**src/rtl/seq_pkg.sv**
```systemverilog
// Shared definitions for the bitstream front end and the sequence detector benches.
package seq_pkg;

  typedef enum logic {
    ST_IDLE  = 1'b0,
    ST_SHIFT = 1'b1
  } state_t;

  localparam int SEQ_WORD_W = 8;

endpackage

```
**src/rtl/seq_hold_reg.sv**
```systemverilog
// One-entry word buffer that lets the next word wait while the current one shifts out.
module seq_hold_reg #(
  parameter int WIDTH = 8
) (
  input  logic             clk,
  input  logic             rst_n,
  input  logic             load,
  input  logic             take,
  input  logic [WIDTH-1:0] din,
  output logic             full,
  output logic [WIDTH-1:0] data
);

  // A load wins over a take; the serializer never issues both in one cycle.
  always_ff @(posedge clk or negedge rst_n) begin
    if (!rst_n) begin
      full <= 1'b0;
      data <= '0;
    end else if (load) begin
      full <= 1'b1;
      data <= din;
    end else if (take) begin
      full <= 1'b0;
    end
  end

endmodule

```
**src/rtl/seq_bit_serializer.sv**
```systemverilog
// Parallel-to-serial front end: WIDTH-bit words in over valid/ready, one bit per clock out on w.
module seq_bit_serializer
  import seq_pkg::*;
#(
  parameter int WIDTH     = SEQ_WORD_W,
  parameter bit MSB_FIRST = 1'b1
) (
  input  logic             clk,
  input  logic             rst_n,
  input  logic [WIDTH-1:0] in_data,
  input  logic             in_valid,
  output logic             in_ready,
  output logic             w,
  output logic             w_valid,
  output logic             word_done,
  output logic             busy
);

  localparam int CW = $clog2(WIDTH);

  // Handshake: a word transfers on a rising edge where in_valid && in_ready;
  // in_ready depends only on the hold register, never on in_valid.
  state_t           state;
  logic [CW-1:0]    cnt;
  logic [WIDTH-1:0] sh;
  logic [WIDTH-1:0] shifted;
  logic [WIDTH-1:0] hold_data;
  logic             hold_full;
  logic             accept;
  logic             last;
  logic             hold_load;
  logic             hold_take;

  assign in_ready  = !hold_full;
  assign accept    = in_valid && in_ready;
  assign last      = (cnt == CW'(WIDTH - 1));
  assign hold_load = accept && (state == ST_SHIFT) && !last;
  assign hold_take = (state == ST_SHIFT) && last && hold_full;

  // The outgoing bit always sits at the shifter's leading end; idle keeps the shifter cleared.
  assign shifted = MSB_FIRST ? (sh << 1) : (sh >> 1);
  assign w       = MSB_FIRST ? sh[WIDTH-1] : sh[0];
  assign w_valid = (state == ST_SHIFT);
  assign busy    = (state == ST_SHIFT) || hold_full;

  seq_hold_reg #(.WIDTH(WIDTH)) u_hold (
    .clk  (clk),
    .rst_n(rst_n),
    .load (hold_load),
    .take (hold_take),
    .din  (in_data),
    .full (hold_full),
    .data (hold_data)
  );

  always_ff @(posedge clk or negedge rst_n) begin
    if (!rst_n) begin
      state     <= ST_IDLE;
      cnt       <= '0;
      sh        <= '0;
      word_done <= 1'b0;
    end else begin
      case (state)
        ST_IDLE: begin
          word_done <= 1'b0;
          if (accept) begin
            sh    <= in_data;
            cnt   <= '0;
            state <= ST_SHIFT;
          end
        end
        ST_SHIFT: begin
          if (last) begin
            word_done <= 1'b0;
            cnt       <= '0;
            if (hold_full) begin
              sh <= hold_data;
            end else if (accept) begin
              sh <= in_data;
            end else begin
              sh    <= '0;
              state <= ST_IDLE;
            end
          end else begin
            sh        <= shifted;
            cnt       <= cnt + 1'b1;
            // Registered so the pulse lines up with the bit the next cycle presents.
            word_done <= (cnt == CW'(WIDTH - 2));
          end
        end
        default: begin
          state     <= ST_IDLE;
          cnt       <= '0;
          sh        <= '0;
          word_done <= 1'b0;
        end
      endcase
    end
  end

endmodule

```
**config.mk**
```make
export PLATFORM = sky130hd
export DESIGN_NAME = seq_bit_serializer
export DESIGN_NICKNAME = d
export VERILOG_FILES = /design/src/rtl/seq_pkg.sv /design/src/rtl/seq_hold_reg.sv /design/src/rtl/seq_bit_serializer.sv
export SDC_FILE = /design/constraint.sdc
export NUM_CORES = 1
export LEC_CHECK = 0
export ABC_AREA = 0
export CELL_PAD_IN_SITES_DETAIL_PLACEMENT = 1
export CELL_PAD_IN_SITES_GLOBAL_PLACEMENT = 1
export CORE_ASPECT_RATIO = 1.1
export CORE_UTILIZATION = 45
export CTS_BUF_LIST = sky130_fd_sc_hd__clkbuf_8
export CTS_CLUSTER_DIAMETER = 30
export DETAILED_ROUTE_END_ITERATION = 10
export DONT_BUFFER_PORTS = 1
export PLACE_DENSITY = 0.79
export SETUP_SLACK_MARGIN = 0.02
export SYNTH_ARGS = -nofsm -noshare
export SYNTH_HDL_FRONTEND = slang
export SYNTH_HIERARCHICAL = 1
export SYNTH_SLANG_ARGS = --single-unit
```
**constraint.sdc**
```tcl
create_clock -name clk -period 2.6 [get_ports clk]
set_input_delay 0.13 -clock clk [delete_from_list [all_inputs] [get_ports clk]]
set_output_delay 0.13 -clock clk [all_outputs]
set_load 0.02 [all_outputs]
```
**After elaboration in Yosys (flattened, before gate mapping)**

Cells that the tools add are included.

- Register bits after elaboration: 22
- Output and inout bits: 5

- Add/subtract/negate cells: 1
- Equal/unequal tests: 3
- Muxes and demuxes: 16
- Bitwise logic cells: 1
- Reduce and logical (&&, ||, !) cells: 9

Operator list:

| kind | number |
|---|---|
| two-way mux 8 bit | 4 |
| one-hot mux 8 bit (2 select lines) | 1 |
| == test 3 bit, second input constant | 2 |
| two-way mux 1 bit | 6 |
| two-way mux 3 bit | 2 |
| one-hot mux 3 bit (2 select lines) | 1 |
| logical AND 1 bit | 5 |
| one-hot mux 1 bit (2 select lines) | 2 |
| adder 3 x 1 -> 3 bit, second input constant | 1 |
| logical NOT 1 bit | 2 |
| inequality test 2 bit, second input constant | 1 |
| nonzero test 2 bit | 1 |
| logical OR 1 bit | 1 |
| NOT 1 bit | 1 |

**Longest topological paths before layout**

- Word-level depth: 6
- Mapped depth: 6
- Depth with buffers taken out: 5

**Modules after synthesis**

Netlist, hierarchy kept.

Modules (own cells, without submodules):

| module | instances | cells an instance | area an instance (sq um) | seq. area each (sq um) |
|---|---|---|---|---|
| seq_bit_serializer | 1 | 74 | 765.7 | 325.3 |
| seq_hold_reg | 1 | 20 | 369.1 | 225.2 |

**Worst setup path after synthesis**

OpenSTA, ideal clock, no wires.

- Path type: flip-flop to flip-flop
- From: reg cnt[0]
- To: reg u_hold.data[0]
- Setup time: 0.125 ns
- Data arrival time: 1.656 ns
- Data required time: 2.475 ns
- Slack: 0.819 ns
- Cell stages (with the launch flop): 7
- Period minus slack after synthesis: 1.781 ns
- Cell sequence: dfrtp_1 > ha_1 > ha_1 > nand2b_1 > nor2_1 > buf_6 > mux2_4

- Word-level cells in the longest chain between the ends: 3

RTL lines:

| item | line | source |
|---|---|---|
| from (decl) | seq_bit_serializer.sv:24 | `logic [CW-1:0] cnt;` |
| from (signal assigned) | seq_bit_serializer.sv:86 | `cnt <= cnt + 1'b1;` |
| == test 3 bit | seq_bit_serializer.sv:36 | `assign last = (cnt == CW'(WIDTH - 1));` |
| logical NOT 1 bit | seq_bit_serializer.sv:37 | `assign hold_load = accept && (state == ST_SHIFT) && !last;` |
| logical AND 1 bit | seq_bit_serializer.sv:37 |  |
| net hold_load | seq_bit_serializer.sv:31 | `logic hold_load;` |
| to (signal assigned) | seq_hold_reg.sv:21 | `data <= din;` |
| to (decl) | seq_hold_reg.sv:11 | `output logic [WIDTH-1:0] data` |

The timed path passes the listed nets, and every way through them passes these cells.
A chain may end at the register's enable or synchronous reset.

**Worst setup path after layout**

- From: reg cnt[0]
- To: reg u_hold.data[6]

Same word-level chain as after synthesis.

==> run metrics <==
post-route setup TNS=0 ns; Seq pwr share=43.8%; vias per inst=5.921; final wirelength=2.343 mm; # clock sinks=22; Worst VDD drop=around 660 uV; fmax=0.5120 GHz; leakage power=0.5482 nW; Synth warnings=6; crit path cell chain=ha_1 -> ha_1 -> nand2b_1 -> nor2_1 -> buf_4 -> mux2_4; Post-CTS Resized=0; Final Hold Viols=0; Synth Register Bits=22; fin nets=between 100 and 150; Cell Area, Synth=around 1100 um^2; area delta synth->final=6.505%; Final Setup Violations=0; Fillers=about 260; GRT met1 Usage=26.03%; vias in the first global route=834; # IOs=16; Avg Cell Area, Syn=~12 um^2; grt met3 use=roughly 3.6%; Slew headroom=33.89%; hold buffer count at cts=1; Pwr Density=around 1300 nW/um^2; RSZ-0062 raised after global routing=false; register area share after synthesis=48.51%; port bufs=0; placed cell area=1144 um^2; worst setup path class=reg -> reg; WL/cell=18.60 um; Worst path most repeated cell=ha_1; clock group share of total power=~16%; clock buffer depth=2; final worst path period share=75.13%; TritonCTS clock tree=yes; clock slew at reported path FFs=0.08 ns; Clock Skew=0.005357 ns; busiest grt layer=met2; root buffer cell=clkbuf_8; cell family with most CP delay=adder cells; Placer Congestion=0.7582; Slew Limit Fails=0; CP max FO=6; # rows=18; TritonRoute pass-1 iters=2; DP Wirelength=1.726 mm; Clock Latency Late Sink=between 0.2 and 0.3 ns; initial antenna violation count=0; Net Sw Power=0.5382 mW; Die Span X=about 50 um; effective utilization at floorplan=48.92%; Int Pwr=0.9806 mW; Synth Instances=94; Initial DRC Count=4; Post-DRT Antenna Nets=0; via count=746; power share of the combinational group=40.4%; Max Cap Violations=0; total gr overflow=0; outcome=complete, no violations; Layout Cell Area excl Fill=approximately 1200 um^2; CP max stage cell=dfrtp_1; CP max stage delay=about 0.41 ns; H-tree Lvls=1; TritonCTS Buffers=3; core area=2320 um^2; Startpoint Class=flop; Die ar.=2727 um^2; post-synthesis cell type count=32; DRC viols=0; met2 Usage GRT=33.78%; first-pass GRT wire length=4.029 mm; Die Y=54.67 um; CP endpoint kind=flop; GRT Total Usage=20.16%; crit path buf inv count=1; Hold Path Class=in -> reg; Syn Nets=109; antenna diode count=0; Worst Max-Slew Pin Slew=0.9884 ns; Tmin final=1.953 ns; CP required=2.74 ns; arrival time at the worst endpoint=2.10 ns; layout cells sized above 1=21.88%; Sw Share=35.44%; largest net degree at the start of global routing=23; post-CTS setup buffer count=0
-- logic make-up (layout without fill, tap and decap cells) --
group | after synthesis | in the layout | share of synthesized area, %
DFF | 22 | 22 | 48.51
buffers and inverters | 11 | 13 | 6.174
muxes | 8 | 8 | 10.58
adders and majority gates | 4 | 4 | 4.410
and+or+nand+nor | 28 | 28 | 15.44
AOI/OAI and AO/OA | 21 | 21 | 14.88
-- metrics by stage --
step           hold slack, ns  power (mW)  cells  worst slack (ns)  util, %
5_1_grt              0.001890       1.636    126            0.5538    52.10
6_report              0.01253       1.519    126            0.6467    52.10
3_5_place_dp          -0.1652       1.281    121            0.6719    49.30
2_1_floorplan         -0.1656       1.214     94            0.8190        -
3_3_place_gp          -0.1650       1.239    121            0.7287    49.30
4_1_cts              0.005345       1.537    126            0.6446    52.10
-- worst paths after layout --
path | from | to | slack (ns) | cells past startpoint
worst max-delay path | cnt[0] | u_hold/data[6] | 0.65 | 6
worst min-delay path | in_data[2] | u_hold/data[2] | 0.01 | 1
worst max register to register | cnt[0] | u_hold/data[6] | 0.65 | 6
worst min register to register | sh[4] | sh[4] | 0.51 | 1
max in group asynchronous | rst_n | u_hold/data[0] | 1.52 | 1
min in group asynchronous | rst_n | cnt[2] | 0.48 | 1
-- metal layers --
layer | routed length [um] | share of wire [%]
met2 | 1124 | 48
met5 | 0 | 0
met4 | 19 | 0.81
met3 | 86 | 3.7
met1 | 1113 | 48
-- sequential cells by signal, indices dropped and copies added, names as in the netlist --
name         flops
cnt              3
sh               8
u_hold/data      8
u_hold/full      1
w_valid          1
word_done        1
-- worst register-to-register path, delay by kind of cell, from the launching register on --
| family | cells | cell delay, ns |
|---|---|---|
| AND/OR/NAND/NOR | 2 | 0.45 |
| adder cells (fa/ha/maj) | 2 | 0.49 |
| multiplexers | 1 | 0.31 |
| buffers and inverters | 1 | 0.19 |
| flip-flops | 1 | 0.41 |
-- placed cells by master (no fill, tap or decap) --
master and instances:
dfrtp_1 22, mux2_4 8, nor2_1 7, and3_1 6, a311oi_1 5, o2bb2ai_1 5, inv_1 4, ha_1 4
clkbuf_8 4, buf_4 3, nand2b_1 2, nand3_1 2, nand3b_1 2, a21oi_1 2, a221o_1 2, a22o_1 2
or2_2 1, o21ai_0 1, nand2_1 1, and4b_1 1, inv_2 1, and2b_4 1, nor2_4 1, nor3b_1 1
a21o_1 1, nor2b_4 1, and2_1 1, o21ai_1 1, nor3_1 1, a211oi_1 1, dlygate4sd3_1 1, a21o_2 1
-- Yosys cell counts (all sizes together) --
cell | number | area (um^2)
a211oi | 1 | 7.510
nor2 | 8 | 37.54
and3 | 6 | 37.54
nand3 | 2 | 10.01
nand3b | 2 | 15.01
nor3 | 1 | 5.000
mux2 | 8 | 120.1
o21ai | 2 | 10.00
nor2b | 1 | 13.76
and4b | 1 | 10.01
buf | 6 | 51.30
a311oi | 5 | 43.79
a22o | 2 | 17.52
or2 | 1 | 6.260
a221o | 2 | 20.02
and2b | 1 | 10.01
o2bb2ai | 5 | 43.79
inv | 5 | 18.76
nand2b | 2 | 12.51
a21o | 2 | 16.27
a21oi | 2 | 10.01
and2 | 1 | 6.260
dfrtp | 22 | 550.5
nor3b | 1 | 7.510
nand2 | 1 | 3.750
ha | 4 | 50.05
-- area by class of cell --
cell class	count	area [um^2]	share of cell area [%]
Clock buffer	4	55.05	4.555
Inverter	5	18.77	1.553
Multi-Input combinational cell	61	514.2	42.55
Sequential cell	22	550.5	45.55
Tap cell	30	37.54	3.106
Timing Repair Buffer	4	32.53	2.692
-- power groups by stage --
stage | Sequential [mW] | Combinational (mW) | Clock, mW
CTS | 0.667 | 0.622 | 0.248
global route | 0.689 | 0.682 | 0.265
floorplan | 0.621 | 0.594 | 0
global placement | 0.660 | 0.579 | 0
detailed placement | 0.673 | 0.608 | 0
finish | 0.666 | 0.614 | 0.239
No activity file was read; power rests on OpenSTA's default activity.
